**src/rtl/cache_pkg.sv**
```systemverilog
// Shared definitions for the L1 cache and its main-memory miss controller:
// line geometry, miss-controller state encoding and the line-align helper.
package cache_pkg;

    localparam int LINE_BITS = 256;
    localparam int OFS_BITS  = 5;

    // Line-align mask for the default geometry (clears the OFS_BITS byte offset).
    localparam logic [31:0] LINE_MASK = 32'hFFFF_FFE0;

    typedef enum logic [1:0] {
        ST_IDLE = 2'd0,
        ST_WB   = 2'd1,
        ST_FILL = 2'd2,
        ST_RESP = 2'd3
    } mmc_state_e;

    // Clear the byte-offset bits of an address; equals addr & LINE_MASK for
    // the default OFS_BITS.
    function automatic logic [31:0] line_align(input logic [31:0] addr, input int ofs_bits);
        logic [31:0] mask;
        mask = ~((32'd1 << ofs_bits) - 32'd1);
        return addr & mask;
    endfunction

endpackage

```
**src/rtl/mm_ctrl_if.sv**
```systemverilog
// Miss-controller bus: request/fill side towards the cache FSM and command
// side towards main memory. The controller uses the slave modport; the
// environment (cache FSM plus memory) uses the master modport.
interface mm_ctrl_if #(
    parameter int LINE_BITS = cache_pkg::LINE_BITS
);
    // Cache FSM side
    logic                 req;
    logic                 req_ready;
    logic [31:0]          req_a;
    logic                 req_dirty;
    logic [31:0]          req_evict_a;
    logic [LINE_BITS-1:0] req_evict_wd;
    logic [LINE_BITS-1:0] fill_rd;
    logic                 fill_valid;
    logic                 err;
    // Main-memory side
    logic [31:0]          mm_a;
    logic [LINE_BITS-1:0] mm_wd;
    logic                 mm_write;
    logic                 mm_read;
    logic [LINE_BITS-1:0] mm_rd;
    logic                 mm_valid;

    modport slave (
        input  req, req_a, req_dirty, req_evict_a, req_evict_wd, mm_rd, mm_valid,
        output req_ready, fill_rd, fill_valid, err, mm_a, mm_wd, mm_write, mm_read
    );

    modport master (
        output req, req_a, req_dirty, req_evict_a, req_evict_wd, mm_rd, mm_valid,
        input  req_ready, fill_rd, fill_valid, err, mm_a, mm_wd, mm_write, mm_read
    );
endinterface

```
**src/rtl/mmc_timer.sv**
```systemverilog
// Watchdog counter for the miss controller. Counts cycles spent waiting in a
// memory-command state without a completion; o_tc flags the last allowed
// cycle (the LIMIT-th waiting cycle) when no completion arrives in it.
module mmc_timer #(
    parameter int LIMIT = 1023
) (
    input  logic clk,
    input  logic reset,
    input  logic i_clear,
    input  logic i_enable,
    input  logic i_hit,
    output logic o_tc
);
    localparam int            CW   = $clog2(LIMIT + 1);
    localparam logic [CW-1:0] LAST = CW'(LIMIT - 1);

    logic [CW-1:0] r_count;

    // Cycle counter: cleared on entry to a command state, advanced while waiting.
    always_ff @(posedge clk) begin
        if (!reset) begin
            r_count <= '0;
        end else if (i_clear) begin
            r_count <= '0;
        end else if (i_enable && !i_hit) begin
            r_count <= r_count + CW'(1);
        end
    end

    // A completion in the limit cycle wins, so the hit masks the terminal count.
    assign o_tc = i_enable && !i_hit && (r_count == LAST);

endmodule

```
**src/rtl/mm_ctrl.sv**
```systemverilog
// Main-memory miss controller for the 4-way L1 cache. Sequences one line miss
// at a time: optional dirty-victim write-back (WB), then the line fill (FILL),
// then a one-cycle fill response (RESP).
// Optional watchdog: define MMC_TIMEOUT_EN to abort a command that receives no
// mm_valid within TIMEOUT_CYCLES cycles (err pulse, back to IDLE).
module mm_ctrl
    import cache_pkg::*;
#(
    parameter int LINE_BITS      = cache_pkg::LINE_BITS,
    parameter int OFS_BITS       = cache_pkg::OFS_BITS,
    parameter int TIMEOUT_CYCLES = 1023
) (
    input  logic     clk,
    input  logic     reset,
    mm_ctrl_if.slave bus
);
    mmc_state_e           r_state;
    logic [31:0]          r_req_a;
    logic [31:0]          r_mm_a;
    logic [LINE_BITS-1:0] r_mm_wd;
    logic [LINE_BITS-1:0] r_fill_rd;
    logic                 r_mm_write;
    logic                 r_mm_read;
    logic                 r_fill_valid;
    logic                 r_err;
    logic                 w_accept;
    logic                 w_timeout;

    assign w_accept = (r_state == ST_IDLE) && bus.req;

`ifdef MMC_TIMEOUT_EN
    logic w_timer_clear;
    logic w_timer_en;

    // Restart the count whenever a new command is about to be issued.
    assign w_timer_clear = w_accept || ((r_state == ST_WB) && bus.mm_valid);
    assign w_timer_en    = (r_state == ST_WB) || (r_state == ST_FILL);

    mmc_timer #(
        .LIMIT (TIMEOUT_CYCLES)
    ) u_timer (
        .clk      (clk),
        .reset    (reset),
        .i_clear  (w_timer_clear),
        .i_enable (w_timer_en),
        .i_hit    (bus.mm_valid),
        .o_tc     (w_timeout)
    );
`else
    // Watchdog compiled out: never fires, so the controller waits for mm_valid
    // indefinitely. TIMEOUT_CYCLES stays referenced to keep one parameter list.
    assign w_timeout = 1'b0 && (TIMEOUT_CYCLES != 0);
`endif

    // Miss sequencer: state, memory commands and fill response, all registered.
    always_ff @(posedge clk) begin
        if (!reset) begin
            // NOTE: the data registers are cleared too, so mm_a/mm_wd/fill_rd
            // read 0 after reset instead of holding stale line contents.
            r_state      <= ST_IDLE;
            r_req_a      <= '0;
            r_mm_a       <= '0;
            r_mm_wd      <= '0;
            r_fill_rd    <= '0;
            r_mm_write   <= 1'b0;
            r_mm_read    <= 1'b0;
            r_fill_valid <= 1'b0;
            r_err        <= 1'b0;
        end else begin
            // NOTE: non-blocking throughout, so every branch below sees the
            // pre-edge state and the pulse defaults are simply overridden.
            r_fill_valid <= 1'b0;
            r_err        <= 1'b0;
            case (r_state)
                ST_IDLE: begin
                    if (bus.req) begin
                        r_req_a <= bus.req_a;
                        if (bus.req_dirty) begin
                            r_mm_write <= 1'b1;
                            r_mm_a     <= line_align(bus.req_evict_a, OFS_BITS);
                            r_mm_wd    <= bus.req_evict_wd;
                            r_state    <= ST_WB;
                        end else begin
                            r_mm_read  <= 1'b1;
                            r_mm_a     <= line_align(bus.req_a, OFS_BITS);
                            r_state    <= ST_FILL;
                        end
                    end
                end
                ST_WB: begin
                    if (bus.mm_valid) begin
                        r_mm_write <= 1'b0;
                        r_mm_read  <= 1'b1;
                        r_mm_a     <= line_align(r_req_a, OFS_BITS);
                        r_state    <= ST_FILL;
                    end else if (w_timeout) begin
                        r_mm_write <= 1'b0;
                        r_err      <= 1'b1;
                        r_state    <= ST_IDLE;
                    end
                end
                ST_FILL: begin
                    if (bus.mm_valid) begin
                        r_mm_read    <= 1'b0;
                        r_fill_rd    <= bus.mm_rd;
                        r_fill_valid <= 1'b1;
                        r_state      <= ST_RESP;
                    end else if (w_timeout) begin
                        r_mm_read <= 1'b0;
                        r_err     <= 1'b1;
                        r_state   <= ST_IDLE;
                    end
                end
                ST_RESP: begin
                    r_state <= ST_IDLE;
                end
                default: begin
                    r_state <= ST_IDLE;
                end
            endcase
        end
    end

    assign bus.req_ready  = (r_state == ST_IDLE);
    assign bus.mm_a       = r_mm_a;
    assign bus.mm_wd      = r_mm_wd;
    assign bus.mm_write   = r_mm_write;
    assign bus.mm_read    = r_mm_read;
    assign bus.fill_rd    = r_fill_rd;
    assign bus.fill_valid = r_fill_valid;
    assign bus.err        = r_err;

endmodule

```
**src/flat_wrapper.sv**
```systemverilog
// flat-port wrapper written by rule: the top's interface ports become plain ports
module mm_ctrl_flat import cache_pkg::*;
#(
    parameter int LINE_BITS      = cache_pkg::LINE_BITS,
    parameter int OFS_BITS       = cache_pkg::OFS_BITS,
    parameter int TIMEOUT_CYCLES = 1023
)
  (clk, reset, bus_req, bus_req_a, bus_req_dirty, bus_req_evict_a, bus_req_evict_wd, bus_mm_rd, bus_mm_valid, bus_req_ready, bus_fill_rd, bus_fill_valid, bus_err, bus_mm_a, bus_mm_wd, bus_mm_write, bus_mm_read);
  mm_ctrl_if #(.LINE_BITS(LINE_BITS)) bus_i ();
  input  logic clk;
  input  logic reset;
  input wire logic [$bits(bus_i.req)-1:0] bus_req;
  input wire logic [$bits(bus_i.req_a)-1:0] bus_req_a;
  input wire logic [$bits(bus_i.req_dirty)-1:0] bus_req_dirty;
  input wire logic [$bits(bus_i.req_evict_a)-1:0] bus_req_evict_a;
  input wire logic [$bits(bus_i.req_evict_wd)-1:0] bus_req_evict_wd;
  input wire logic [$bits(bus_i.mm_rd)-1:0] bus_mm_rd;
  input wire logic [$bits(bus_i.mm_valid)-1:0] bus_mm_valid;
  output wire logic [$bits(bus_i.req_ready)-1:0] bus_req_ready;
  output wire logic [$bits(bus_i.fill_rd)-1:0] bus_fill_rd;
  output wire logic [$bits(bus_i.fill_valid)-1:0] bus_fill_valid;
  output wire logic [$bits(bus_i.err)-1:0] bus_err;
  output wire logic [$bits(bus_i.mm_a)-1:0] bus_mm_a;
  output wire logic [$bits(bus_i.mm_wd)-1:0] bus_mm_wd;
  output wire logic [$bits(bus_i.mm_write)-1:0] bus_mm_write;
  output wire logic [$bits(bus_i.mm_read)-1:0] bus_mm_read;
  assign bus_i.req = bus_req;
  assign bus_i.req_a = bus_req_a;
  assign bus_i.req_dirty = bus_req_dirty;
  assign bus_i.req_evict_a = bus_req_evict_a;
  assign bus_i.req_evict_wd = bus_req_evict_wd;
  assign bus_i.mm_rd = bus_mm_rd;
  assign bus_i.mm_valid = bus_mm_valid;
  assign bus_req_ready = bus_i.req_ready;
  assign bus_fill_rd = bus_i.fill_rd;
  assign bus_fill_valid = bus_i.fill_valid;
  assign bus_err = bus_i.err;
  assign bus_mm_a = bus_i.mm_a;
  assign bus_mm_wd = bus_i.mm_wd;
  assign bus_mm_write = bus_i.mm_write;
  assign bus_mm_read = bus_i.mm_read;
  mm_ctrl #(.LINE_BITS(LINE_BITS), .OFS_BITS(OFS_BITS), .TIMEOUT_CYCLES(TIMEOUT_CYCLES)) u_core (.clk(clk), .reset(reset), .bus(bus_i));
endmodule
```
**config.mk**
```make
export PLATFORM = sky130hd
export DESIGN_NAME = mm_ctrl_flat
export DESIGN_NICKNAME = d
export VERILOG_FILES = /design/src/rtl/cache_pkg.sv /design/src/rtl/mm_ctrl_if.sv /design/src/rtl/mmc_timer.sv /design/src/rtl/mm_ctrl.sv /design/src/flat_wrapper.sv
export SDC_FILE = /design/constraint.sdc
export NUM_CORES = 1
export LEC_CHECK = 0
export CORE_AREA = 4 4 437 439
export DETAILED_ROUTE_END_ITERATION = 10
export DIE_AREA = 0 0 441 443
export PLACE_DENSITY = 0.38
export SLEW_MARGIN = 15
export SYNTH_ARGS = -nofsm -noshare
export SYNTH_HDL_FRONTEND = slang
export SYNTH_HIERARCHICAL = 1
export SYNTH_SLANG_ARGS = --single-unit
```
**constraint.sdc**
```tcl
create_clock -name clk -period 3.66 [get_ports clk]
set_input_delay 0.366 -clock clk [delete_from_list [all_inputs] [get_ports clk]]
set_output_delay 0.366 -clock clk [all_outputs]
set_load 0.01 [all_outputs]
```
==> flow_summary.toml <==
[cts]
cts_root_buffer = "clkbuf_16"
clk_pin_slew_ns = 0.07
clock_path_buffers = 3
clkLatencyLatePin_ns = 0.67
cts_buffers = 77
htreeDepth = 3
cts_sinks = 571
post_cts_resized = 0
cts_hold_buf = 0
post-cts-setup-buffers = 0
cts_tree = "done"

[logic_synthesis]
synth_edf_count = 0
synth_seq_cells = 571
yosysWarnings = 6
syn_inst = 2534
synthFlopType = "dfxtp_1"
syn_avg_cell_area_sq_um = 7.94
yosysTopAreaCell = "dfxtp_1"
synthArstFlopShare_pct = 0
netlist.area_leader.share_pct = 56.8
netlist_area_sq_mm = 0.0201
synth-seq-area-share_pct = 56.8
synth_cell_types = 29
synth_common_cells = "nand2_1 (1,107), dfxtp_1 (571), a21oi_1 (543)"
synth.most_common_cell = "nand2_1"
synth_area_leaders = "dfxtp_1 (57%), nand2_1 (21%), a21oi_1 (14%)"

[grt]
antenna_found_initial = 28
grt_pass1_vias = 20635
gr-total-overflow = 0
grt_max_degree = 134
track_usage_pct = 10.6
grt_pass1_wl_um = 151000

[sta]
worst_slew_pin_slew_ns = 0.840
rsz0062_at_grt = "false"
relSlewSlack_pct = 44.0
setup_tns_ns = 0
period_needed_ns = 2.49
fmax_ghz = 0.402
fin_crit_sh_pct = 67.9
setup_ws_ns = 1.17
fin_skew_ns = 0.0195
report.final.slew_viol_count = 0
whs_ns = 0.243
setup_viol = 0
finalHoldViolCount = 0

[routing]
drt_iter0_drc = 976
drt_wl_total_um = 109000
drc_errors = 0
postRouteAntennaNets = 0
first_pass_iters = 5
num_vias = 20885
wl_per_cell_um = 17.7
viasPerCell = 3.39

[placed_design]
dpl-instance-area_sq_mm = 0.0341
dp_hpwl_um = 81500
pre_cts_ws_ns = 1.08
dp.cells = 6000
io_buffers = 1113
gp_congestion = 0.834

[power_and_ir_drop]
p_sw_w = 0.00654
p_per_area_mw_per_mm2 = 573
p_seq_share_pct = 36.0
p_int_w = 0.0145
leakagePower_nw = 12.3
combPwrFrac_pct = 27.6
p_sw_share_pct = 31.1
clockPowerShare_pct = 36.4
ir_worst_vdd_uv = 354

[cells_and_area]
drive_above_1_share_pct = 4.94
num-fill-cells = 20972
area_delta_synth_final_pct = 82.5
multi_input_area_sq_mm = 0.00779
ff_latch_area_sq_mm = 0.0114
final_net_count = 4170
final_cell_area_sq_mm = 0.0367
stdcell_count = 6155

[worst_setup_path]
cp-endpoint = "bus_req_ready"
required_ns = 3.29
r2r-end = "u_core/bus.mm_wd[55]"
crit_type = "reg2out"
start_kind = "register"
reg2reg_depth = 6
ff2ff_setup_slack_ns = 1.26
path_max_fanout = 9
end_kind = "primary output"
crit_start = "u_core/r_state[0]"
r2r-start = "u_core/r_state[0]"
cp.arrival_ns = 2.12

[worst_hold_path]
holdPathStages = 3
min_path_type = "in2reg"

[floorplan]
dieWidth_um = 441
dieArea_sq_mm = 0.195
start_util_pct = 10.7
ios = 1130
dieHeight_um = 443
core_sq_mm = 0.187
rows = 159

[run]
drv_cap = 0

[run_status]
status = "completed"
[per-stage QoR]
stage	util, %	power [W]
after floorplan	-	0.0101
after global placement	18.2	0.0136
after detailed placement	18.2	0.0137
after CTS	19.6	0.0216
after global routing	19.6	0.0223
final	19.6	0.0210
[kinds of logic (layout without fill, tap and decap cells)]
family / after synthesis / count (layout) / synth area share (%)
AND/OR/NAND/NOR: 1116 / 1116 / 21.0
AO/OA/AOI/OAI: 605 / 605 / 15.7
flip-flops: 571 / 571 / 56.8
buffers and inverters: 206 / 1308 / 4.66
multiplexers: 30 / 30 / 1.52
adder cells (fa/ha/maj): 5 / 5 / 0.311
other: 1 / 25 / 0.0186
[per-layer routing]
layer / track usage (%) / vias to the layer above / routed length, um
met2: 18.8 / 695 / 55900
met4: 3.90 / 6 / 2700
li1: - / 10300 / -
met5: 0 / - / 46
met1: 11.5 / 9752 / 41300
met3: 3.75 / 132 / 8850
[registers in the layout, summed over array words and instances (netlist names)]
name	count
u_core/bus.mm_a	27
u_core/bus.fill_rd	256
u_core/r_state	2
u_core/bus.mm_read	1
u_core/bus.mm_wd	256
u_core/r_req_a	27
u_core/bus.mm_write	1
u_core/bus.fill_valid	1
[worst max-delay path, cell delays in order (launching register included)]
cell and delay, ns:
dfxtp_1 0.34, inv_1 0.11, ha_1 0.37, clkdlybuf4s50_1 0.66
[power by group through the flow]
stage | sequential, W | combinational, W | clock [W]
6_report | 0.00758 | 0.00580 | 0.00766
5_1_grt | 0.00770 | 0.00632 | 0.00827
4_1_cts | 0.00759 | 0.00597 | 0.00805
3_5_place_dp | 0.00771 | 0.00596 | 0
3_3_place_gp | 0.00768 | 0.00597 | 0
2_1_floorplan | 0.00806 | 0.00207 | 0
[final cells by class]
cell class	count	share of cell area (%)
multi-input combinational	1762	21.2
tap	2495	8.50
antenna	19	0.130
inverter	5	0.0716
clock inverter	15	0.443
sequential	571	31.1
timing repair buffer	1167	32.0
clock buffer	121	6.48
[cell usage in the layout (no fill, tap or decap), types with 2 or more instances in the layout]
cell / Yosys / final
clkinv_2: 0 / 7
dfxtp_1: 571 / 571
mux2i_1: 29 / 29
ha_1: 5 / 4
buf_4: 11 / 37
nand2_1: 1107 / 1106
clkbuf_8: 0 / 20
clkinvlp_4: 0 / 5
conb_1: 1 / 6
inv_1: 4 / 4
diode_2: 0 / 19
buf_12: 0 / 17
clkdlybuf4s50_1: 0 / 1112
o21ai_0: 28 / 28
a22o_1: 27 / 27
clkbuf_16: 0 / 81
o21bai_1: 2 / 2
clkbuf_1: 92 / 20
and3_4: 1 / 2
bufinv_16: 0 / 3
a21oi_1: 543 / 543
a311oi_1: 2 / 2
[worst min-delay path by stage]
| stage | start | endpoint | slack, ns |
|---|---|---|---|
| 3_3_place_gp | u_core/bus.fill_rd[69] | u_core/bus.fill_rd[69] | 0.44 |
| 4_1_cts | bus_req_evict_wd[80] | u_core/bus.mm_wd[80] | 0.13 |
| 2_1_floorplan | u_core/r_req_a[10] | u_core/r_req_a[10] | 0.44 |
| 5_1_grt | bus_req_evict_wd[22] | u_core/bus.mm_wd[22] | 0.17 |
| 3_5_place_dp | u_core/bus.fill_rd[105] | u_core/bus.fill_rd[105] | 0.45 |
| 6_report | bus_req_evict_wd[80] | u_core/bus.mm_wd[80] | 0.24 |
(Power assumes the default switching activity.)
